**config.mk**
```make
export PLATFORM = sky130hd
export DESIGN_NAME = perm5_engine_flat
export DESIGN_NICKNAME = d
export VERILOG_FILES = /design/src/rtl/perm5_if.sv /design/src/rtl/perm5_engine.sv /design/src/flat_wrapper.sv
export SDC_FILE = /design/constraint.sdc
export NUM_CORES = 1
export LEC_CHECK = 0
export CAP_MARGIN = 20
export CORE_MARGIN = 1.5
export CORE_UTILIZATION = 35
export DETAILED_ROUTE_END_ITERATION = 10
export SLEW_MARGIN = 10
export SYNTH_ARGS = -nofsm -noshare
export SYNTH_HDL_FRONTEND = slang
export SYNTH_SLANG_ARGS = --single-unit
```
**constraint.sdc**
```tcl
create_clock -name clk -period 1.68 [get_ports clk]
set_input_delay 0.42 -clock clk [delete_from_list [all_inputs] [get_ports clk]]
set_output_delay 0.42 -clock clk [all_outputs]
set_load 0.01 [all_outputs]
```
**src/rtl/perm5_if.sv**
```systemverilog
// perm5_if: valid/ready handshake bundle for the PERM5 permutation engine.
// The input side carries a 5-bit word and its 14-bit control word. The output
// side carries the permuted word.
interface perm5_if;
    logic        in_valid;
    logic        in_ready;
    logic [4:0]  in_x;
    logic [13:0] in_p;
    logic        out_valid;
    logic        out_ready;
    logic [4:0]  out_z;

    // Producer/consumer side that drives words in and takes results out
    modport master (
        output in_valid, in_x, in_p, out_ready,
        input  in_ready, out_valid, out_z
    );

    // Engine side
    modport slave (
        input  in_valid, in_x, in_p, out_ready,
        output in_ready, out_valid, out_z
    );
endinterface

```
**src/rtl/perm5_engine.sv**
```systemverilog
// perm5_engine: PERM5 butterfly permutation of a 5-bit word under a 14-bit
// control word, through 7 fixed two-pair swap stages.
// MODE=0 builds an iterative engine that applies one stage per clock (8 clocks
// per word). MODE=1 builds a 7-slot pipeline that accepts one word per clock.
// Both variants register every output, so there is no path from in_* to out_*.
// The only combinational path is out_ready -> in_ready.
module perm5_engine #(
    parameter int MODE = 0,
    parameter int X_W  = 5,
    parameter int P_W  = 14
) (
    input  logic     clk,
    input  logic     rst,
    perm5_if.slave   bus,
    output logic     busy
);

    // The butterfly table only exists for a 5-bit word and a 14-bit control word
    if (X_W != 5 || P_W != 14) begin : g_bad_width
        $error("perm5_engine: X_W must be 5 and P_W must be 14");
    end

    if (MODE != 0 && MODE != 1) begin : g_bad_mode
        $error("perm5_engine: MODE must be 0 or 1");
    end

    typedef enum logic [1:0] {
        IDLE = 2'd0,
        RUN  = 2'd1,
        DONE = 2'd2
    } state_t;

    // Swap bits a and b of x when en is set
    function automatic logic [4:0] swap_if(input logic [4:0] x, input logic [2:0] a,
                                           input logic [2:0] b, input logic en);
        logic [4:0] r;
        r = x;
        if (en) begin
            r[a] = x[b];
            r[b] = x[a];
        end
        return r;
    endfunction

    // One butterfly stage. The two pairs in a stage are disjoint, so their order does not matter.
    function automatic logic [4:0] apply_stage(input logic [2:0] s, input logic [4:0] x,
                                               input logic [13:0] p);
        logic [4:0] r;
        r = x;
        case (s)
            3'd0: begin
                r = swap_if(r, 3'd1, 3'd2, p[13]);
                r = swap_if(r, 3'd0, 3'd3, p[12]);
            end
            3'd1: begin
                r = swap_if(r, 3'd1, 3'd3, p[11]);
                r = swap_if(r, 3'd2, 3'd4, p[10]);
            end
            3'd2: begin
                r = swap_if(r, 3'd0, 3'd3, p[9]);
                r = swap_if(r, 3'd1, 3'd4, p[8]);
            end
            3'd3: begin
                r = swap_if(r, 3'd3, 3'd4, p[7]);
                r = swap_if(r, 3'd0, 3'd2, p[6]);
            end
            3'd4: begin
                r = swap_if(r, 3'd1, 3'd3, p[5]);
                r = swap_if(r, 3'd0, 3'd4, p[4]);
            end
            3'd5: begin
                r = swap_if(r, 3'd3, 3'd4, p[3]);
                r = swap_if(r, 3'd1, 3'd2, p[2]);
            end
            3'd6: begin
                r = swap_if(r, 3'd2, 3'd3, p[1]);
                r = swap_if(r, 3'd0, 3'd1, p[0]);
            end
            default: r = x;
        endcase
        return r;
    endfunction

    logic           in_ready_w;
    logic           out_valid_w;
    logic [X_W-1:0] out_z_w;
    logic           busy_w;

    assign bus.in_ready  = in_ready_w;
    assign bus.out_valid = out_valid_w;
    assign bus.out_z     = out_z_w;
    assign busy          = busy_w;

    if (MODE == 0) begin : g_iter
        state_t         state_q, state_d;
        logic [X_W-1:0] x_q, x_d;
        logic [P_W-1:0] p_q, p_d;
        logic [2:0]     stg_q, stg_d;

        // State, working word, control word and stage counter registers
        always_ff @(posedge clk) begin
            if (rst) begin
                state_q <= IDLE;
                x_q     <= '0;
                p_q     <= '0;
                stg_q   <= '0;
            end else begin
                state_q <= state_d;
                x_q     <= x_d;
                p_q     <= p_d;
                stg_q   <= stg_d;
            end
        end

        // Next-state logic: accept, then one stage per clock, then hold the result until it is taken
        always_comb begin
            state_d     = state_q;
            x_d         = x_q;
            p_d         = p_q;
            stg_d       = stg_q;
            in_ready_w  = 1'b0;
            out_valid_w = 1'b0;
            case (state_q)
                IDLE: begin
                    in_ready_w = 1'b1;
                    if (bus.in_valid) begin
                        x_d     = bus.in_x;
                        p_d     = bus.in_p;
                        stg_d   = 3'd0;
                        state_d = RUN;
                    end
                end
                RUN: begin
                    x_d = apply_stage(stg_q, x_q, p_q);
                    if (stg_q == 3'd6) begin
                        state_d = DONE;
                    end else begin
                        stg_d = stg_q + 3'd1;
                    end
                end
                DONE: begin
                    out_valid_w = 1'b1;
                    in_ready_w  = bus.out_ready;
                    if (bus.out_ready) begin
                        if (bus.in_valid) begin
                            x_d     = bus.in_x;
                            p_d     = bus.in_p;
                            stg_d   = 3'd0;
                            state_d = RUN;
                        end else begin
                            state_d = IDLE;
                        end
                    end
                end
                default: state_d = IDLE;
            endcase
        end

        assign out_z_w = x_q;
        assign busy_w  = (state_q != IDLE);
    end else begin : g_pipe
        // Slot 6 is the output register and never feeds a later stage, so it needs no control word
        logic [6:0]     v_q, v_d;
        logic [X_W-1:0] x_q [7];
        logic [X_W-1:0] x_d [7];
        logic [P_W-1:0] p_q [6];
        logic [P_W-1:0] p_d [6];
        logic           adv;

        // Slot registers. All slots shift together or all hold.
        always_ff @(posedge clk) begin
            if (rst) begin
                v_q <= '0;
                for (int i = 0; i < 7; i++) begin
                    x_q[i] <= '0;
                end
                for (int i = 0; i < 6; i++) begin
                    p_q[i] <= '0;
                end
            end else begin
                v_q <= v_d;
                x_q <= x_d;
                p_q <= p_d;
            end
        end

        // Advance when the output slot is empty or being taken. Each slot applies its own stage on the way in.
        always_comb begin
            adv = ~v_q[6] | bus.out_ready;
            v_d = v_q;
            x_d = x_q;
            p_d = p_q;
            if (adv) begin
                v_d[0] = bus.in_valid;
                x_d[0] = apply_stage(3'd0, bus.in_x, bus.in_p);
                p_d[0] = bus.in_p;
                for (int i = 1; i < 7; i++) begin
                    v_d[i] = v_q[i-1];
                    x_d[i] = apply_stage(3'(i), x_q[i-1], p_q[i-1]);
                    if (i < 6) begin
                        p_d[i] = p_q[i-1];
                    end
                end
            end
        end

        assign in_ready_w  = adv;
        assign out_valid_w = v_q[6];
        assign out_z_w     = x_q[6];
        assign busy_w      = |v_q;
    end

endmodule

```
**src/flat_wrapper.sv**
```systemverilog
// flat-port wrapper written by rule: the top's interface ports become plain ports
module perm5_engine_flat 
#(
    parameter int MODE = 0,
    parameter int X_W  = 5,
    parameter int P_W  = 14
)
  (clk, rst, busy, bus_in_valid, bus_in_x, bus_in_p, bus_out_ready, bus_in_ready, bus_out_valid, bus_out_z);
  perm5_if bus_i ();
  input  logic clk;
  input  logic rst;
  output logic busy;
  input wire logic [$bits(bus_i.in_valid)-1:0] bus_in_valid;
  input wire logic [$bits(bus_i.in_x)-1:0] bus_in_x;
  input wire logic [$bits(bus_i.in_p)-1:0] bus_in_p;
  input wire logic [$bits(bus_i.out_ready)-1:0] bus_out_ready;
  output wire logic [$bits(bus_i.in_ready)-1:0] bus_in_ready;
  output wire logic [$bits(bus_i.out_valid)-1:0] bus_out_valid;
  output wire logic [$bits(bus_i.out_z)-1:0] bus_out_z;
  assign bus_i.in_valid = bus_in_valid;
  assign bus_i.in_x = bus_in_x;
  assign bus_i.in_p = bus_in_p;
  assign bus_i.out_ready = bus_out_ready;
  assign bus_in_ready = bus_i.in_ready;
  assign bus_out_valid = bus_i.out_valid;
  assign bus_out_z = bus_i.out_z;
  perm5_engine #(.MODE(MODE), .X_W(X_W), .P_W(P_W)) u_core (.clk(clk), .rst(rst), .bus(bus_i), .busy(busy));
endmodule
```
# Yosys cells after proc, flatten, opt, wreduce, memory -nomap -nowiden
# Index checks and enable logic that the tools add are counted.
# totals
output_inout_bits	8
regBits	24
wordCells	99
in_bits	23
# classes
n_mux	40
eq_ne	37
n_addsub	1
reduce_logical	13
# ops
op	count
$reduce_and 10->1	5
$ne 3x2->1 const B	14
$pmux 5 s7	1
$mux 14	2
$pmux 14 s2	1
$mux 1	18
$mux 2	9
$ne 2x2->1 const B	9
$pmux 5 s3	1
$ne 6x5->1 const B	2
$mux 5	2
$eq 3x3->1 const B	3
$mux 3	3
$pmux 3 s3	1
$ne 8x7->1 const B	1
$ne 7x6->1 const B	1
$eq 3x2->1 const B	2
$ne 6x6->1 const B	1
$pmux 2 s3	1
$reduce_and 3->1	2
$reduce_bool 2->1	2
$add 3x1->3 const B	1
$eq 3x1->1 const B	1
$logic_not 3->1	1
7 further kinds	7

# Depth between registers and ports, before layout
# Gate-level depths: netlist (run 1).
# logic_depth
depth_word	3
mapped_depth	9
mapped_depth_nobuf	7

# Worst setup path before layout (run 1)
# OpenSTA, ideal clock, no wires.
# synth_path
path_kind	register -> register
from	reg u_core.g_iter.stg_q[1]
to	reg u_core.g_iter.x_q[2], in the netlist u_core.bus.out_z[2]
synth_period_minus_slack_ps	1789
slack_ps	-109
stages_incl_launch_ff	8
required_time_ps	1592
setup_time_ps	88
arrival_time_ps	1701
path_buffers	1
cell_sequence	dfxtp_1 -> inv_1 -> ha_1 -> buf_6 -> or3_1 -> a211o_1 -> and3_4 -> a311oi_2
# synth_via
elab_chain_len	3
word_cells_on_any_way	18
cone_classes	eq/ne: 14; mux: 2; reduce/logical: 2
# synth_lines
element	line_no	text
from (decl)	perm5_engine.sv:98	logic [2:0] stg_q, stg_d;
from (signal assigned)	perm5_engine.sv:111	stg_q <= stg_d;
$eq 3x3->1 (tied with other cells)	perm5_engine.sv:50	case (s)
$pmux 5 s7 (tied with other cells)	perm5_engine.sv:50	
$pmux 5 s3 or $reduce_and 10->1 (tied branches)	n/a	
to (signal assigned)	perm5_engine.sv:104	x_q <= '0;
to (signal assigned)	perm5_engine.sv:109	x_q <= x_d;
to (decl)	perm5_engine.sv:96	logic [X_W-1:0] x_q, x_d;
# Parallel ways exist; a longest one is shown, timed or not.
# A chain may end at the register's enable or synchronous reset.

# Worst setup path in the final report (run 1)
# layout_path
from	reg u_core.g_iter.stg_q[0]
to	reg u_core.g_iter.x_q[2], in the netlist u_core.bus.out_z[2]
# The elaborated chain is that of the path after synthesis.

==> results of run 1 <==
where the power goes:
| group | switching (mW) | internal [mW] | total, mW |
|---|---|---|---|
| sequential | 0.0458 | 0.608 | 0.654 |
| combinational | 0.236 | 0.302 | 0.537 |
| clock | 0.201 | 0.319 | 0.520 |
metal layers:
metal / track usage [%] / share of wire, % / vias up
li1: - / - / 862
met1: 27.8 / 48 / 824
met2: 32.3 / 46 / 53
met3: 2.22 / 4.6 / 6
met4: 4.40 / 1.1 / 0
met5: 0 / 0 / -
worst max path at each step:
| stage | cells past startpoint | slack, ps | end |
|---|---|---|---|
| floorplan | 9 | -20 | u_core.bus.out_z[2] |
| global route | 8 | -260 | u_core.bus.out_z[2] |
| CTS | 8 | -150 | u_core.bus.out_z[1] |
| detailed placement | 3 | -300 | bus_in_ready |
| global placement | 3 | -280 | bus_in_ready |
| finish | 8 | -170 | u_core.bus.out_z[2] |
area by class of cell:
class                   count  area share (%)
flip-flops and latches     24            19.9
multi-input cells         156            46.3
clock buffers               3            1.64
clock inverters             1            1.19
inverters                   7            1.34
well taps                  54            2.68
repair buffers             75            27.0
critical path, delay by kind of cell, from the launching register on:
kind | cells | cell delay [ps]
compound gates | 2 | 570
fa+ha+maj | 1 | 180
buf+inv | 2 | 230
flops | 1 | 400
simple gates | 3 | 380
registers in the layout, summed over array words and instances, names as in the netlist:
signal and cells:
u_core.g_iter.p_q 14, u_core.bus.out_z 5, u_core.g_iter.stg_q 3, u_core.g_iter.state_q 2
cell families (layout without fill, tap and decap cells):
family	count (synthesis)	count (layout)	synth area share, %
compound gates	55	55	24.8
buf+inv	23	86	8.05
flops	24	24	28.6
simple gates	76	76	22.5
fa+ha+maj	6	6	4.47
mux	19	19	11.5
through the flow:
| stage | total power, mW | TNS, ps | instance area, um2 | hold WS [ps] | util (%) |
|---|---|---|---|---|---|
| floorplan | 0.920 | -23.8 | 1700 | 454 | - |
| global placement | 1.15 | -3610 | 2280 | 476 | 49.0 |
| detailed placement | 1.15 | -3980 | 2280 | 487 | 49.0 |
| CTS | 1.71 | -662 | 2470 | 507 | 53.1 |
| global route | 1.80 | -1100 | 2520 | 524 | 54.1 |
| finish | 1.71 | -687 | 2520 | 501 | 54.1 |
timing repair:
| item | 4_1_cts | 5_1_grt |
|---|---|---|
| hold buffers | 0 | 0 |
| setup endpoints to repair | 12 | 8 |
| pin swaps | 13 | 3 |
| gates resized for setup | 29 | 14 |
| setup buffers | 5 | 0 |
| endpoints found under the hold margin | 0 | 0 |
placed cells by master, fill, tap and decap left out, types with 5 or more instances in the layout:
cell / n
a21oi_1: 10
buf_4: 37
buf_6: 6
clkdlybuf4s50_1: 26
dfxtp_1: 17
dfxtp_4: 5
inv_1: 5
mux2i_1: 17
nand2_1: 15
nand2b_1: 7
nor2_1: 25
nor3_1: 5
o211ai_1: 9
o21ai_1: 6
==> reports/qor.yml, run 1 <==
run_status:
  status: "finished, violations left"
  violations: "setup timing"
synth:
  ys_async_sr_fraction_pct: 0
  syn_area_per_cell_um2: 8.27
  yosysTopAreaCell: "dfxtp_1"
  ys_seq_area_share_pct: 28.6
  yosys-top-cells-area: "dfxtp_1 (29%), mux2i_1 (10%), nor2_1 (5.8%), ha_1 (4.5%), o211ai_1 (4.0%)"
  synth_ff_type: "dfxtp_1"
  synth.top_cells.by_count: "nor2_1 (26), dfxtp_1 (24), mux2i_1 (17)"
  yosysMostFrequentCell: "nor2_1"
  synth_edf_count: 0
  ys_warn_count: 0
  synth_top_area_share_pct: 28.6
  synth-seq-cells: 24
  syn_inst: 203
  synth_cell_types: 44
  syn_nets: 232
  synth_area_um2: 1680
worst_setup_path:
  rr_endpoint: "u_core.bus.out_z[2]"
  cpPeakStageDelay_ps: 400
  rrSetupSlack_ps: -170
  critPathMaxFanout: 7
  arrival_ps: 2050
  critical_path_class: "reg2reg"
  reg2regPathDepth: 8
  worstSetupEndpointType: "flop"
  worst_ep_required_time_ps: 1880
  timing.rr.start: "u_core.g_iter.stg_q[0]"
  cp-startpoint: "u_core.g_iter.stg_q[0]"
  cpMaxStageDelayCell: "dfxtp_4"
  crit_top_cell: "buf_6"
  cp_cell_sequence: "buf_6 > ha_4 > buf_6 > nor2b_4 > nor4_2 > a211o_1 > and3_4 > a311oi_2"
  cp-start-kind: "flop"
timing:
  rsz0062_at_grt: "true"
  layout_setup_ws_ps: -174
  worst_pin_slew_ps: 328
  hold_viol: 0
  relSlewSlack_pct: 78.1
  min_period_ps: 1850
  skew_ps: 2.76
  final_max_slew_viol_count: 0
  post-route-period-util_pct: 110
  finalSetupViolCount: 6
  fmax_mhz: 539
place:
  detailed_place_hpwl_mm: 3.50
  dpl.cell_count: 311
  place_congestion: 0.927
  preCtsSetupSlack_ps: -298
  port_buffers: 30
power_and_ir_drop:
  p_per_area_nw_per_um2: 678
  peakVddDrop_v: 0.000515
  p_leak_nw: 1.05
finish:
  drive_gt1_share_pct: 28.9
  fin_cells: 320
  final_net_count: 296
  regArea_um2: 502
  antenna_cells: 0
  multi_input_area_um2: 1170
  synthToLayoutAreaGrowth_pct: 50.3
  fill_cells: 448
grt:
  track_usage_pct: 19.7
  grt_max_degree: 23
  antenna_found_initial: 0
  overflow: 0
  grt_pass1_vias: 1633
  grt_pass1_wl_mm: 8.06
drt:
  routed_wl_mm: 4.87
  wl_per_cell_um: 15.2
  vias: 1745
  drt-initial-drc-count: 141
  viasPerCell: 5.45
  detail-route-antenna-nets: 0
  drc_errors: 0
  dr.pass1.iters: 5
die:
  start_util_pct: 36.0
  core_um2: 4660
  io_pins: 31
  fp.dieH_um: 72.2
  rows: 25
  dieWidth_um: 72.2
  dieArea_um2: 5220
clock_tree:
  worst_skew_pair.late_latency_ps: 270
  root_buffer: "clkbuf_8"
  numCtsBuffers: 3
  htree_levels: 1
  cts.clk_slew.worst_paths_ps: 90
  cts_buffer_depth: 2
  cts_tree: "done"
  clock-sinks: 24
hold_path:
  min_from: "u_core.g_iter.p_q[12]"
  holdPathStages: 2
  whs_endpoint: "u_core.g_iter.p_q[12]"
  hold_path.class: "reg2reg"
flow_run:
  drv_cap: 0
(Power assumes the default switching activity.)
==> inputs of run 2 (changes only) <==
Settings changed: CAP_MARGIN 20 to 0.
==> results of run 2 <==
Final layout, timing and power as in run 1 (identical DEF).
==> inputs of run 3 (changes only) <==
Settings changed: GPL_TIMING_DRIVEN set to 1.
==> results of run 3 <==
Final layout, timing and power as in run 1 (identical DEF).
